## src/rtl/periph_uart_tx.sv

```systemverilog
// UART transmitter for the CPU's memory-mapped PeripheralBuffer word.
// Sends each new word as two 8N1 bytes, low byte first. Intermediate values seen while busy are dropped.
module periph_uart_tx #(
    parameter int DATA_WIDTH   = 8,
    parameter int CLKS_PER_BIT = 434
) (
    input  logic                    clk,
    input  logic                    rst,
    input  logic [2*DATA_WIDTH-1:0] PeripheralBuffer,
    output logic                    tx,
    output logic                    busy,
    output logic                    frame_done
);

    localparam int BAUD_W = $clog2(CLKS_PER_BIT);
    localparam int BIT_W  = (DATA_WIDTH > 1) ? $clog2(DATA_WIDTH) : 1;
    localparam logic [BAUD_W-1:0] BAUD_LAST = BAUD_W'(CLKS_PER_BIT - 1);
    localparam logic [BIT_W-1:0]  BIT_LAST  = BIT_W'(DATA_WIDTH - 1);

    typedef enum logic [1:0] {
        S_IDLE,
        S_START,
        S_DATA,
        S_STOP
    } state_t;

    state_t                  r_state, w_state_next;
    logic [2*DATA_WIDTH-1:0] r_last_sent, w_last_sent_next;
    logic [2*DATA_WIDTH-1:0] r_snapshot, w_snapshot_next;
    logic                    r_byte_sel, w_byte_sel_next;
    logic [BIT_W-1:0]        r_bit_idx, w_bit_idx_next;
    logic [BAUD_W-1:0]       r_baud_cnt, w_baud_cnt_next;
    logic                    r_tx, w_tx_next;
    logic                    r_busy, w_busy_next;
    logic                    r_frame_done, w_frame_done_next;

    logic                    w_baud_last;
    logic [BIT_W-1:0]        w_bit_idx_inc;
    logic [DATA_WIDTH-1:0]   w_cur_byte;

    assign w_baud_last   = (r_baud_cnt == BAUD_LAST);
    assign w_bit_idx_inc = r_bit_idx + 1'b1;
    assign w_cur_byte    = r_byte_sel ? r_snapshot[2*DATA_WIDTH-1:DATA_WIDTH]
                                      : r_snapshot[DATA_WIDTH-1:0];

    always_ff @(posedge clk) begin
        if (rst) begin
            r_state      <= S_IDLE;
            r_last_sent  <= '0;
            r_snapshot   <= '0;
            r_byte_sel   <= 1'b0;
            r_bit_idx    <= '0;
            r_baud_cnt   <= '0;
            r_tx         <= 1'b1;
            r_busy       <= 1'b0;
            r_frame_done <= 1'b0;
        end else begin
            r_state      <= w_state_next;
            r_last_sent  <= w_last_sent_next;
            r_snapshot   <= w_snapshot_next;
            r_byte_sel   <= w_byte_sel_next;
            r_bit_idx    <= w_bit_idx_next;
            r_baud_cnt   <= w_baud_cnt_next;
            r_tx         <= w_tx_next;
            r_busy       <= w_busy_next;
            r_frame_done <= w_frame_done_next;
        end
    end

    always_comb begin
        w_state_next      = r_state;
        w_last_sent_next  = r_last_sent;
        w_snapshot_next   = r_snapshot;
        w_byte_sel_next   = r_byte_sel;
        w_bit_idx_next    = r_bit_idx;
        w_baud_cnt_next   = w_baud_last ? '0 : r_baud_cnt + 1'b1;
        w_tx_next         = r_tx;
        w_busy_next       = r_busy;
        w_frame_done_next = 1'b0;

        case (r_state)
            S_IDLE: begin
                w_baud_cnt_next = '0;
                // Compare against the live word so values changed during a frame coalesce.
                if (PeripheralBuffer != r_last_sent) begin
                    w_snapshot_next  = PeripheralBuffer;
                    w_last_sent_next = PeripheralBuffer;
                    w_byte_sel_next  = 1'b0;
                    w_bit_idx_next   = '0;
                    w_tx_next        = 1'b0;
                    w_busy_next      = 1'b1;
                    w_state_next     = S_START;
                end
            end
            S_START: begin
                if (w_baud_last) begin
                    w_bit_idx_next = '0;
                    w_tx_next      = w_cur_byte[0];
                    w_state_next   = S_DATA;
                end
            end
            S_DATA: begin
                if (w_baud_last) begin
                    if (r_bit_idx == BIT_LAST) begin
                        w_tx_next    = 1'b1;
                        w_state_next = S_STOP;
                    end else begin
                        w_bit_idx_next = w_bit_idx_inc;
                        w_tx_next      = w_cur_byte[w_bit_idx_inc];
                    end
                end
            end
            S_STOP: begin
                if (w_baud_last) begin
                    if (!r_byte_sel) begin
                        w_byte_sel_next = 1'b1;
                        w_tx_next       = 1'b0;
                        w_state_next    = S_START;
                    end else begin
                        w_busy_next       = 1'b0;
                        w_frame_done_next = 1'b1;
                        w_state_next      = S_IDLE;
                    end
                end
            end
            default: begin
                w_state_next = S_IDLE;
            end
        endcase
    end

    assign tx         = r_tx;
    assign busy       = r_busy;
    assign frame_done = r_frame_done;

endmodule

```

## config.mk

```make
export PLATFORM = sky130hd
export DESIGN_NAME = periph_uart_tx
export DESIGN_NICKNAME = d
export VERILOG_FILES = /design/src/rtl/periph_uart_tx.sv
export SDC_FILE = /design/constraint.sdc
export NUM_CORES = 1
export LEC_CHECK = 0
export ABC_AREA = 1
export ABC_CLOCK_PERIOD_IN_PS = 1500
export CORE_AREA = 2 2 68 70
export CTS_BUF_LIST = sky130_fd_sc_hd__clkbuf_4 sky130_fd_sc_hd__clkbuf_8
export DETAILED_ROUTE_END_ITERATION = 16
export DIE_AREA = 0 0 70 72
export GPL_TIMING_DRIVEN = 0
export PLACE_DENSITY_LB_ADDON = 0.3
export REMOVE_ABC_BUFFERS = 1
export SLEW_MARGIN = 20
export SYNTH_ARGS = -nofsm -noshare
export SYNTH_HDL_FRONTEND = slang
export SYNTH_SLANG_ARGS = --single-unit
```

## constraint.sdc

```tcl
create_clock -name clk -period 1.5 [get_ports clk]
set_input_delay 0.3 -clock clk [delete_from_list [all_inputs] [get_ports clk]]
set_output_delay 0.3 -clock clk [all_outputs]
set_load 0.01 [all_outputs]
```

==> results.cfg <==
[die]
fp.coreArea_um2 = 4260
ioPinCount = 21
rows = 24
die_width_um = 70
die_area_um2 = 5040
start_util_pct = 48.0
die_h_um = 72

[sta]
hold_viol = 0
drv_slew = 0
whs_ns = 0.333
setup_violations = 4
min_period_ns = 1.53
fin_crit_sh_pct = 102
worst_slew_pin_slew_ns = 0.444
setup_ws_ns = -0.0347
max_freq_ghz = 0.652
relSlewSlack_pct = 70.3
fin_skew_ns = 0.00664
rsz0062_at_grt = true

[final_layout]
finish.utilization_pct = 64.9
n_fill_cell = 362
syn_to_final_growth_pct = 35.1
fin_nets = 363
fin_area_um2 = 2770
drive_gt1_share_pct = 37.5
final_common_cell = nand2_1
layout_common_cells = nand2_1, inv_1, nor2_1, nand2_2, dfxtp_2
antenna_cells = 0

[routing]
first_pass_iters = 4
wl_per_cell_um = 12.6
drc_errors = 0
postRouteAntennaNets = 0
routed_via_density = 5.07
vias = 1966
drt_first_iter_violations = 100
routed_wl_mm = 4.89

[cts]
cts_buffers = 5
hold_buffers = 0
insertion_delay_ns = 0.29
clock-sinks = 34
htree_num_levels = 2
cts.path.max_buffers = 2
cts.clk_slew.worst_paths_ns = 0.07
tritoncts = done
root_buffer = clkbuf_8

[synthesis]
synthesis.area_um2 = 2050
synth_seq_area_share_pct = 33.2
synth_cell_type_count = 34
ys_ff_latch = 34
synthCells = 301
yosysWarnings = 0
avgSynthCellArea_um2 = 6.80

[power]
sw_frac_of_total_pct = 39.8
power.internal_uw = 2870
p_seq_share_pct = 29.9
pwr-share-clk_pct = 22.1
p_sw_uw = 1890
powerDensity_nw_per_um2 = 1720
p_comb_share_pct = 48.0
finalPower_uw = 4760
vdd_drop_max_mv = 0.875
p_leak_uw = 0.00123

[setup_path]
cp_max_fo = 7
critPathRequiredTime_ns = 1.72
crit_arrival_ns = 1.76
reg2reg_slack_ns = -0.03
reg2reg_depth = 11
cp-end-kind = flop
worst-setup-path-type = reg2reg
timing.rr.end = r_snapshot[10]
crit_path_start_kind = flop
crit-reg2reg-launch = r_snapshot[10]

[worst_hold_path]
min_delay_path_depth = 3
hp-start = PeripheralBuffer[12]
hp-class = in2reg
min_delay_worst_endpoint = r_snapshot[12]

[global_route]
antenna_found_initial = 0
grt_pass1_wl_mm = 7.51
overflow = 0
grt_usage_pct = 18.7
grt_pass1_vias = 1812
grt_max_degree = 19

[placement]
globalplace.congestion = 0.763
place_ws_ns = -0.697
port_buffers = 20
dpl.hpwl_mm = 2.90
dpl-instance-area_um2 = 2240

[run]
drv_cap = 0

[outcome]
violations = negative setup slack
outcome = complete, but fails checks
==> state kept, by name, summed over array words and instances (netlist names) <==
signal,cells
busy,1
frame_done,1
r_baud_cnt,9
r_bit_idx,3
r_byte_sel,1
r_snapshot,16
r_state,2
tx,1
==> power groups by stage <==
stage | Clock (µW) | Combinational (µW) | Sequential, µW
after floorplan | 0 | 1190 | 1340
after global placement | 0 | 1520 | 1370
after detailed placement | 0 | 1550 | 1380
after CTS | 1080 | 1850 | 1380
after global routing | 1120 | 2510 | 1450
final | 1050 | 2290 | 1430
==> synthesized netlist by cell type <==
master | count | area, µm²
nor3_2 | 2 | 20.0
o211ai_1 | 2 | 15.0
buf_12 | 2 | 40.0
dfxtp_1 | 34 | 681
nor2_1 | 34 | 128
xor2_1 | 1 | 8.76
ha_1 | 10 | 125
clkbuf_2 | 1 | 5.00
clkinv_1 | 1 | 3.75
nand3_1 | 11 | 55.1
a31oi_1 | 1 | 6.26
o21ai_2 | 1 | 8.76
buf_2 | 2 | 10.0
nand2_4 | 1 | 11.3
nor4_1 | 1 | 6.26
a21oi_2 | 13 | 114
clkbuf_1 | 1 | 3.75
xnor2_1 | 1 | 8.76
o21ai_0 | 8 | 40.0
nand4_1 | 4 | 25.0
nand2_2 | 3 | 18.8
nand3b_1 | 1 | 7.51
nor2_2 | 2 | 12.5
inv_1 | 35 | 131
buf_8 | 1 | 15.0
o21a_1 | 1 | 7.51
inv_2 | 13 | 48.8
nand2_1 | 75 | 282
a211oi_1 | 1 | 7.51
nor3b_1 | 3 | 22.5
a21oi_1 | 14 | 70.1
nor3_1 | 4 | 20.0
nand3_2 | 1 | 10.0
o21ai_1 | 16 | 80.1
==> cell families after synthesis <==
group	Yosys count	share of synthesized area [%]
XOR/XNOR	2	0.855
buffers and inverters	56	12.6
AO/OA/AOI/OAI	57	17.0
AND/OR/NAND/NOR	142	30.2
adder cells (fa/ha/maj)	10	6.11
flip-flops	34	33.2
==> what timing repair did <==
action / in CTS / in global routing
endpoints found under the setup margin: 33 / 27
gates resized for setup: 40 / 67
pin swaps: 12 / 25
gates cloned: 2 / 1
buffers inserted: 5 / 6
==> critical path, stage by stage, from the launching register on <==
cell and delay, ns:
dfxtp_2 0.34, inv_2 0.06, nand2_2 0.06, nand2_2 0.06, nor2_4 0.11, nand2_2 0.08, nor2_4 0.17, nand2_4 0.12
nand2_8 0.14, clkbuf_16 0.16, o21ai_1 0.07, a21oi_2 0.10
==> metal layers <==
metal  GRT usage, %  wire length (µm)  vias to the layer above  part of all wire (%)
met2           34.5              2470                       27                    50
met3           4.31               158                       12                   3.2
li1               -                 -                     1022                     -
met4           8.12                92                        0                   1.9
met1           20.7              2170                      905                    44
met5              0                 0                        -                     0
==> layout make-up <==
type | instances | area, µm² | share of cell area [%]
multi-input combinational | 212 | 1340 | 48.5
sequential | 34 | 706 | 25.5
timing repair buffer | 32 | 315 | 11.4
inverter | 49 | 190 | 6.87
clock buffer | 6 | 82.6 | 2.98
tap | 52 | 65.1 | 2.35
clock inverter | 2 | 60.1 | 2.17
timing repair inverter | 1 | 7.51 | 0.271
==> through the flow <==
stage / std cells / setup TNS [ns]
after floorplan: 294 / 0
after global placement: 366 / -17.95
after detailed placement: 366 / -18.07
after global routing: 388 / -1.67
after CTS: 381 / 0
final: 388 / -0.104
==> worst max path at each step <==
stage	slack, ns	cells after the start	start	end
2_1_floorplan	0.04	12	r_snapshot[8]	r_byte_sel
3_3_place_gp	-0.71	5	rst	r_baud_cnt[6]
3_5_place_dp	-0.70	13	PeripheralBuffer[12]	r_byte_sel
4_1_cts	0.007	10	r_bit_idx[0]	r_bit_idx[0]
5_1_grt	-0.16	12	r_baud_cnt[1]	r_state[0]
6_report	-0.03	11	r_snapshot[10]	r_snapshot[10]
No activity file was read; power rests on OpenSTA's default activity.
